<file path="src/rtl/keypad_pkg.sv">
// Shared definitions for the 4x4 keypad scanner: register map, field positions,
// scan FSM states and the event-encoding helper.
package keypad_pkg;

  localparam logic [1:0] REG_CTRL   = 2'd0;
  localparam logic [1:0] REG_STATUS = 2'd1;
  localparam logic [1:0] REG_EVENT  = 2'd2;
  localparam logic [1:0] REG_KEYMAP = 2'd3;

  localparam int CTRL_EN     = 0;
  localparam int CTRL_IRQ_EN = 1;

  localparam int ST_NONEMPTY = 0;
  localparam int ST_FULL     = 1;
  localparam int ST_OVF      = 2;
  localparam int ST_CNT_LSB  = 4;

  localparam int EVT_VALID = 8;
  localparam int EVT_REL   = 4;
  localparam int EVT_W     = 5;

  typedef enum logic [1:0] {
    IDLE   = 2'd0,
    DRIVE  = 2'd1,
    UPDATE = 2'd2
  } scan_state_e;

  // Index of the lowest set bit; events drain in ascending key order
  function automatic logic [3:0] first_set(input logic [15:0] v);
    logic [3:0] idx;
    idx = 4'd0;
    for (int i = 15; i >= 0; i--) begin
      if (v[i]) idx = 4'(i);
    end
    return idx;
  endfunction

endpackage

</file>
<file path="src/rtl/keypad_evt_fifo.sv">
// Synchronous event FIFO; a pop frees a slot for a push in the same cycle even when full.
module keypad_evt_fifo #(
  parameter int DEPTH = 8,
  parameter int WIDTH = 5
) (
  input  logic                     clk,
  input  logic                     rst,
  input  logic                     push,
  input  logic                     pop,
  input  logic [WIDTH-1:0]         wdata,
  output logic [WIDTH-1:0]         rdata,
  output logic                     full,
  output logic                     empty,
  output logic [$clog2(DEPTH):0]   count
);

  localparam int AW = $clog2(DEPTH);
  localparam logic [AW:0] FULL_CNT = (AW+1)'(DEPTH);

  logic [WIDTH-1:0] mem_r [DEPTH];
  logic [AW-1:0]    wr_ptr_r;
  logic [AW-1:0]    rd_ptr_r;
  logic [AW:0]      count_r;
  logic             do_pop_s;
  logic             do_push_s;

  assign do_pop_s  = pop & (count_r != (AW+1)'(0));
  assign do_push_s = push & ((count_r != FULL_CNT) | do_pop_s);

  assign rdata = mem_r[rd_ptr_r];
  assign full  = (count_r == FULL_CNT);
  assign empty = (count_r == (AW+1)'(0));
  assign count = count_r;

  // Storage array, written on accepted pushes
  always_ff @(posedge clk) begin
    if (do_push_s) mem_r[wr_ptr_r] <= wdata;
  end

  // Pointers and occupancy
  always_ff @(posedge clk or posedge rst) begin
    if (rst) begin
      wr_ptr_r <= AW'(0);
      rd_ptr_r <= AW'(0);
      count_r  <= (AW+1)'(0);
    end else begin
      if (do_push_s) wr_ptr_r <= wr_ptr_r + AW'(1);
      if (do_pop_s)  rd_ptr_r <= rd_ptr_r + AW'(1);
      case ({do_push_s, do_pop_s})
        2'b10:   count_r <= count_r + (AW+1)'(1);
        2'b01:   count_r <= count_r - (AW+1)'(1);
        default: count_r <= count_r;
      endcase
    end
  end

endmodule

</file>
<file path="src/rtl/keypad_scan_ctrl.sv">
// 4x4 keypad scanner with debounce, event FIFO, APB register file and level IRQ.
// Define KEYPAD_RELEASE_EVT_EN to also queue key-release events.
module keypad_scan_ctrl #(
  parameter int SCAN_DIV   = 1000,
  parameter int DEB_FRAMES = 3,
  parameter int FIFO_DEPTH = 8
) (
  input  logic        clk,
  input  logic        rst,
  input  logic [3:0]  col_in,
  output logic [3:0]  row,
  input  logic        PSEL,
  input  logic        PENABLE,
  input  logic        PWRITE,
  input  logic [3:0]  PADDR,
  input  logic [31:0] PWDATA,
  output logic [31:0] PRDATA,
  output logic        PREADY,
  output logic        KeyIRQ
);
  import keypad_pkg::*;

  localparam int DW = $clog2(SCAN_DIV);
  localparam int CW = $clog2(FIFO_DEPTH) + 1;
  localparam logic [DW-1:0] DWELL_MAX = DW'(SCAN_DIV - 1);
  localparam logic [1:0]    DEB_LAST  = 2'(DEB_FRAMES - 1);

  logic [3:0]       col_meta_r, col_sync_r;
  scan_state_e      state_r;
  logic [1:0]       row_idx_r;
  logic [DW-1:0]    dwell_r;
  logic [3:0]       row_r;
  logic [15:0]      frame_r, map_r, pend_r;
  logic [1:0]       cnt_r [16];
  logic             deb_done_r;
  logic [1:0]       ctrl_r;
  logic             ovf_r, irq_r;

  logic [15:0]      tog_s, map_nxt_s, pend_new_s, pend_rest_s;
  logic [1:0]       cnt_nxt_s [16];
  logic [3:0]       push_key_s;
  logic             rel_s, push_s, pop_s, full_s, empty_s;
  logic             access_s, wr_s, rd_s;
  logic [EVT_W-1:0] evt_s, head_s;
  logic [CW-1:0]    count_s;
  logic [4:0]       cnt_ext_s;
  logic             unused_s;

  assign access_s = PSEL & PENABLE;
  assign wr_s     = access_s & PWRITE;
  assign rd_s     = access_s & ~PWRITE;
  assign pop_s    = rd_s & (PADDR[3:2] == REG_EVENT) & ~empty_s;

  assign push_key_s  = first_set(pend_r);
  assign pend_rest_s = pend_r & ~(16'd1 << push_key_s);
  assign push_s      = (state_r == UPDATE) & deb_done_r & (pend_r != 16'd0);
  assign evt_s       = {rel_s, push_key_s};
  assign cnt_ext_s   = 5'(count_s);
  assign unused_s    = ^{PADDR[1:0], PWDATA[31:3], cnt_ext_s[4]};

`ifdef KEYPAD_RELEASE_EVT_EN
  assign pend_new_s = tog_s;
  assign rel_s      = ~map_r[push_key_s];
`else
  assign pend_new_s = tog_s & map_nxt_s;
  assign rel_s      = 1'b0;
`endif

  assign row    = row_r;
  assign KeyIRQ = irq_r;
  assign PREADY = 1'b1;

  keypad_evt_fifo #(.DEPTH(FIFO_DEPTH), .WIDTH(EVT_W)) u_fifo (
    .clk   (clk),
    .rst   (rst),
    .push  (push_s),
    .pop   (pop_s),
    .wdata (evt_s),
    .rdata (head_s),
    .full  (full_s),
    .empty (empty_s),
    .count (count_s)
  );

  // Column double-flop synchroniser
  always_ff @(posedge clk or posedge rst) begin
    if (rst) begin
      col_meta_r <= 4'd0;
      col_sync_r <= 4'd0;
    end else begin
      col_meta_r <= col_in;
      col_sync_r <= col_meta_r;
    end
  end

  // Per-key debounce decision for the frame just captured
  always_comb begin
    tog_s = 16'd0;
    for (int k = 0; k < 16; k++) begin
      cnt_nxt_s[k] = 2'd0;
      if (frame_r[k] == map_r[k]) begin
        cnt_nxt_s[k] = 2'd0;
      end else if (cnt_r[k] == DEB_LAST) begin
        tog_s[k] = 1'b1;
      end else begin
        cnt_nxt_s[k] = cnt_r[k] + 2'd1;
      end
    end
    map_nxt_s = map_r ^ tog_s;
  end

  // Scan sequencer: row drive, frame capture, debounce and event drain
  always_ff @(posedge clk or posedge rst) begin
    if (rst) begin
      state_r    <= IDLE;
      row_r      <= 4'd0;
      row_idx_r  <= 2'd0;
      dwell_r    <= DW'(0);
      frame_r    <= 16'd0;
      map_r      <= 16'd0;
      pend_r     <= 16'd0;
      deb_done_r <= 1'b0;
      for (int k = 0; k < 16; k++) cnt_r[k] <= 2'd0;
    end else if (!ctrl_r[CTRL_EN]) begin
      state_r    <= IDLE;
      row_r      <= 4'd0;
      row_idx_r  <= 2'd0;
      dwell_r    <= DW'(0);
      frame_r    <= 16'd0;
      pend_r     <= 16'd0;
      deb_done_r <= 1'b0;
      for (int k = 0; k < 16; k++) cnt_r[k] <= 2'd0;
    end else begin
      case (state_r)
        IDLE: begin
          state_r   <= DRIVE;
          row_idx_r <= 2'd0;
          dwell_r   <= DWELL_MAX;
          row_r     <= 4'b0001;
        end
        DRIVE: begin
          if (dwell_r == DW'(0)) begin
            frame_r[{row_idx_r, 2'b00} +: 4] <= col_sync_r;
            if (row_idx_r == 2'd3) begin
              state_r    <= UPDATE;
              row_r      <= 4'd0;
              deb_done_r <= 1'b0;
            end else begin
              row_idx_r <= row_idx_r + 2'd1;
              row_r     <= {row_r[2:0], 1'b0};
              dwell_r   <= DWELL_MAX;
            end
          end else begin
            dwell_r <= dwell_r - DW'(1);
          end
        end
        UPDATE: begin
          // First cycle commits the debounce; later cycles push one event each
          if (!deb_done_r) begin
            map_r <= map_nxt_s;
            cnt_r <= cnt_nxt_s;
            if (pend_new_s == 16'd0) begin
              state_r   <= DRIVE;
              row_idx_r <= 2'd0;
              dwell_r   <= DWELL_MAX;
              row_r     <= 4'b0001;
            end else begin
              pend_r     <= pend_new_s;
              deb_done_r <= 1'b1;
            end
          end else begin
            pend_r <= pend_rest_s;
            if (pend_rest_s == 16'd0) begin
              state_r    <= DRIVE;
              row_idx_r  <= 2'd0;
              dwell_r    <= DWELL_MAX;
              row_r      <= 4'b0001;
              deb_done_r <= 1'b0;
            end
          end
        end
        default: state_r <= IDLE;
      endcase
    end
  end

  // Control, sticky overflow and interrupt registers
  always_ff @(posedge clk or posedge rst) begin
    if (rst) begin
      ctrl_r <= 2'd0;
      ovf_r  <= 1'b0;
      irq_r  <= 1'b0;
    end else begin
      if (wr_s && (PADDR[3:2] == REG_CTRL)) ctrl_r <= PWDATA[1:0];
      if (push_s && full_s && !pop_s) begin
        ovf_r <= 1'b1;
      end else if (wr_s && (PADDR[3:2] == REG_STATUS) && PWDATA[ST_OVF]) begin
        ovf_r <= 1'b0;
      end
      irq_r <= ctrl_r[CTRL_IRQ_EN] & (~empty_s | ovf_r);
    end
  end

  // Register read mux
  always_comb begin
    PRDATA = 32'd0;
    case (PADDR[3:2])
      REG_CTRL:   PRDATA = {30'd0, ctrl_r};
      REG_STATUS: PRDATA = {24'd0, cnt_ext_s[3:0], 1'b0, ovf_r, full_s, ~empty_s};
      REG_EVENT:  PRDATA = empty_s ? 32'd0 : {23'd0, 1'b1, 3'd0, head_s};
      REG_KEYMAP: PRDATA = {16'd0, map_r};
      default:    PRDATA = 32'd0;
    endcase
  end

endmodule

</file>
<file path="config.mk">
export PLATFORM = sky130hd
export DESIGN_NAME = keypad_scan_ctrl
export DESIGN_NICKNAME = d
export VERILOG_FILES = /design/src/rtl/keypad_pkg.sv /design/src/rtl/keypad_evt_fifo.sv /design/src/rtl/keypad_scan_ctrl.sv
export SDC_FILE = /design/constraint.sdc
export NUM_CORES = 1
export LEC_CHECK = 0
export ABC_AREA = 0
export CORE_MARGIN = 4
export CORE_UTILIZATION = 58
export DETAILED_ROUTE_END_ITERATION = 6
export PLACE_DENSITY = 0.81
export SLEW_MARGIN = 40
export SYNTH_ARGS = -nofsm -noshare
export SYNTH_HDL_FRONTEND = slang
export SYNTH_HIERARCHICAL = 1
export SYNTH_SLANG_ARGS = --single-unit
export TNS_END_PERCENT = 100
</file>
<file path="constraint.sdc">
create_clock -name clk -period 4.2 [get_ports clk]
set_input_delay 0.42 -clock clk [delete_from_list [all_inputs] [get_ports clk]]
set_output_delay 0.42 -clock clk [all_outputs]
set_load 0.03 [all_outputs]
</file>
==> out/metrics.sh <==
OUTCOME='finished, final reports clean'
CP_NUM_BUF_INV=1
HOLD_PATH.STARTPOINT='col_meta_r[0]$_DFF_PP0_'
DETAILEDROUTE.FIRSTPASSITERATIONCOUNT=5
DETAILEDPLACEMENTHPWL_UM=13880
P_COMB_FRAC=0.173
FINALCLOCKSKEW_NS=0.006745
DIEAREA_UM2=16470
VDD_IR_DROP_MAX_V=0.0003300
CRITICAL-PATH-TOP-DELAY-FAMILY='multiplexers'
CP_SLOWEST_CELL='sky130_fd_sc_hd__dfrtp_1'
H-TREE-DEPTH=4
FF_LATCH_AREA_UM2=4229
CTS_BUFFERS=17
FP.DIEH_UM=128.3
ANTENNA_VIOLATIONS_BEFORE_REPAIR=0
CTS-HOLD-FIX-BUFFERS=0
POWERDENSITY_nW_PER_UM2=444.0
POWER.INTERNAL_mW=2.963
ROUTE.FINAL.WIRE_LENGTH_UM=20360
GLOBALROUTE.TOTALOVERFLOW=0
MAX-CAP-VIOLATIONS=0
WIRE_LENGTH_OF_THE_FIRST_GLOBAL_ROUTING_PASS_UM=33210
WORSTSETUPSTARTPOINT='u_fifo/rd_ptr_r[0]$_DFFE_PP0N_'
GLOBALPLACE.CONGESTION=0.9008
WORST-SLEW-PIN-TRANSITION_NS=0.9113
INSERTEDDIODECOUNT=0
TRITONCTS='built'
CRITICAL_PATH.REG2REG.STARTPOINT='u_fifo/count[1]$_DFFE_PP0P_'
ASYNC_FLOP_SHARE=0.7516
CLOCK_LATENCY_NS=0.43
CLOCK_PATH_BUFFERS=2
WORST_PATH_FANOUT_MAX=12
POST-ROUTE-PERIOD-UTIL=0.8344
CLOCK_ROOT_BUFFER='sky130_fd_sc_hd__clkbuf_16'
STARTING_DENSITY_OF_THE_CORE=0.5980
CRITPATHLAUNCHTYPE='flip-flop'
SYNTHMOSTINSTANTIATEDCELL='sky130_fd_sc_hd__dfrtp_1'
NETLIST_AREA_UM2=8397
NETLIST_TOP_CELLS_AREA='sky130_fd_sc_hd__dfrtp_1, sky130_fd_sc_hd__edfxtp_1, sky130_fd_sc_hd__nor2_1'
MAXSLEWVIOLCOUNT=0
MAX_STAGE_DELAY_NS=0.80
HP-CLASS='reg2reg'
TOTALNEGATIVESETUPSLACK_NS=0
DR_TOTAL_VIAS=6715
SYNTH_TOP_CELL_AREA_SHARE=0.3606
SYN-MEAN-INSTANCE-AREA_UM2=10.14
LEAKAGE_POWER_SUMMED_OVER_ALL_CELLS_nW=3.815
CLOCK_TRANSITION_AT_THE_REGISTER_CLOCK_PINS_ON_THE_WORST_SETUP_AND_HOLD_PATHS_AFTER_CTS_NS=0.06
VIAS_PER_CELL=6.377
ROUTE.DETAILED.WL_PER_INST_UM=19.33
TIMING.FINAL.HOLD_VIOLATIONS=0
TIMING.SETUP.CRITICAL_PATH_CLASS='reg2out'
SHARE_CLK_OF_TOTAL_POWER=0.381
CRIT_PATH_END_KIND='output pin'
WORST_EP_REQUIRED_TIME_NS=3.78
SETUP_VIOL=0
PLACE.PORT_BUFFERS=34
DRC_ERRORS=0
CP_CELL_SEQUENCE='mux4_2 > mux2_2 > a22o_1 > nand2_1 > o21ai_0 > clkdlybuf4s50_1'
UNIQUE_CELL_TYPE_COUNT_IN_THE_YOSYS_NETLIST=73
FINALCRITICALPERIOD_NS=3.505
CRITICAL_PATH_ARRIVAL_NS=3.08
CTS_REPAIR_RESIZE_COUNT=0
SYNTH_SEQUENTIAL_AREA_RATIO=0.5037
POST-SYNTH-TOP-AREA-CELL='sky130_fd_sc_hd__dfrtp_1'
SYNTH_ENABLE_FLOP_CELLS=40
REPORT.POWER.TOTAL_mW=4.211
SHARE_SEQ_OF_TOTAL_POWER=0.446
MULTI_INPUT_COMB_AREA_UM2=3847
DETAILEDROUTE.FIRSTITERATIONVIOLATIONS=649
MAX_CLOCK_FREQ_MHz=285.3
POSTSYNTH.TOPFLOPCELL='sky130_fd_sc_hd__dfrtp_1'
AREA_GROWTH_PCT=12.96
FLOORPLAN.CORE_AREA_UM2=14040
FILLERINSTANCES=1032
REGISTER_BIT_TOTAL_FROM_SYNTHESIS=161
SW_POWER_mW=1.248
GRT_START_MAX_NET_PINS=68
POSTCTSSETUPREPAIRBUFS=0
SWITCHING_SHARE=0.2964
PLACEMENTROWS=43
YS.WARNINGS.COUNT=6
DESIGN.FINAL.NETS=915
CTS_NUM_SINKS=161
SYNTHESIS.INSTANCES=828
NETLIST_TOP_CELLS_COUNT='sky130_fd_sc_hd__dfrtp_1, sky130_fd_sc_hd__nor2_1, sky130_fd_sc_hd__nand2_1'
GRT_PASS1_VIAS=6684
DRT.ANTENNA.VIOLATING_NETS=0
TIMING.SLEW.HEADROOM=0.3839
GRT_UTIL_ALL_LAYERS=0.2553
FLOORPLAN.IO_PINS=83
CHIPWIDTH_UM=128.3
RSZ0062_AT_GRT='false'
DRIVE_ABOVE_1_SHARE=0.09737
## cell type report
class                      count  share of cell area
inverter                      33             0.01359
sequential                   161              0.4459
clock inverter                14             0.01873
multi-input combinational    600              0.4056
timing repair buffer          47             0.04617
tap                          180             0.02374
clock buffer                  18             0.04630
## worst register-to-register path, cell delays in order, from the launching register on
cell and delay [ns]:
sky130_fd_sc_hd__dfrtp_1 0.43, sky130_fd_sc_hd__or3_1 0.32, sky130_fd_sc_hd__nor2_1 0.16, sky130_fd_sc_hd__nor2_1 0.44
sky130_fd_sc_hd__nand4_1 0.20, sky130_fd_sc_hd__inv_1 0.23, sky130_fd_sc_hd__nand2b_1 0.13, sky130_fd_sc_hd__or2_2 0.34
sky130_fd_sc_hd__inv_1 0.10, sky130_fd_sc_hd__ha_1 0.27, sky130_fd_sc_hd__a21oi_1 0.16, sky130_fd_sc_hd__nand2_1 0.13
sky130_fd_sc_hd__mux2i_1 0.24, sky130_fd_sc_hd__o211ai_1 0.15
## state kept, by name (all words and copies together) (netlist names), 3 cells and up, named ones only
name             flops
u_fifo/mem_r        40
cnt_r               32
frame_r             16
pend_r              16
dwell_r             10
col_meta_r           4
col_sync_r           4
row                  4
u_fifo/count         4
u_fifo/rd_ptr_r      3
u_fifo/wr_ptr_r      3
## placed cells by master, fill, tap and decap left out, types with 23 or more instances in the layout
cell type	count
sky130_fd_sc_hd__dfrtp_1	121
sky130_fd_sc_hd__nor2_1	97
sky130_fd_sc_hd__nand2_1	68
sky130_fd_sc_hd__a21oi_1	49
sky130_fd_sc_hd__o21ai_0	47
sky130_fd_sc_hd__edfxtp_1	40
sky130_fd_sc_hd__clkdlybuf4s50_1	34
sky130_fd_sc_hd__inv_1	32
sky130_fd_sc_hd__conb_1	25
sky130_fd_sc_hd__xnor2_1	23
## final timing paths
kind	to	slack (ns)	cells after the start
min in group asynchronous	u_fifo/rd_ptr_r[1]$_DFFE_PP0N_	0.42	2
min reg2reg	col_sync_r[0]$_DFF_PP0_	0.35	0
max reg2reg	u_fifo/count[3]$_DFFE_PP0P_	0.77	13
max	PRDATA[0]	0.70	6
min	col_sync_r[0]$_DFF_PP0_	0.35	0
max in group asynchronous	cnt_r[9]$_DFFE_PP0P_	2.94	3
## per-layer routing
layer | up-vias | track usage | part of all wire
li1 | 3029 | - | -
met1 | 3321 | 0.3315 | 0.40
met2 | 307 | 0.4226 | 0.50
met3 | 58 | 0.04458 | 0.070
met4 | 0 | 0.1130 | 0.030
met5 | - | 0 | 0
## metrics by stage
stage | cells | util | setup WS, ns | instance area [um^2] | hold WS, ns
finish | 1053 | 0.6755 | 0.6955 | 9485 | 0.3475
detailed placement | 1021 | 0.6306 | 0.8315 | 8855 | 0.3347
floorplan | 851 | - | 0.8493 | 8483 | 0.2602
global placement | 1021 | 0.6301 | 0.8527 | 8848 | 0.3314
CTS | 1053 | 0.6745 | 0.6780 | 9472 | 0.3493
global route | 1053 | 0.6755 | 0.5428 | 9485 | 0.3611
## cells by family after synthesis
group           share of synthesized area
mux                               0.05707
xor+xnor                          0.02608
fa+ha+maj                         0.01580
compound gates                     0.1401
flops                              0.5037
buf+inv                           0.05081
simple gates                       0.2056
other cells                     0.0008944
## power groups by stage
stage          clock, mW  combinational [mW]  sequential, mW
2_1_floorplan          0               0.598            1.83
3_3_place_gp           0               0.681            1.89
3_5_place_dp           0               0.719            1.90
4_1_cts             1.63               0.725            1.88
5_1_grt             1.70               0.792            1.90
6_report            1.61               0.727            1.88
Note: power is estimated with default switching activity, not from simulation.
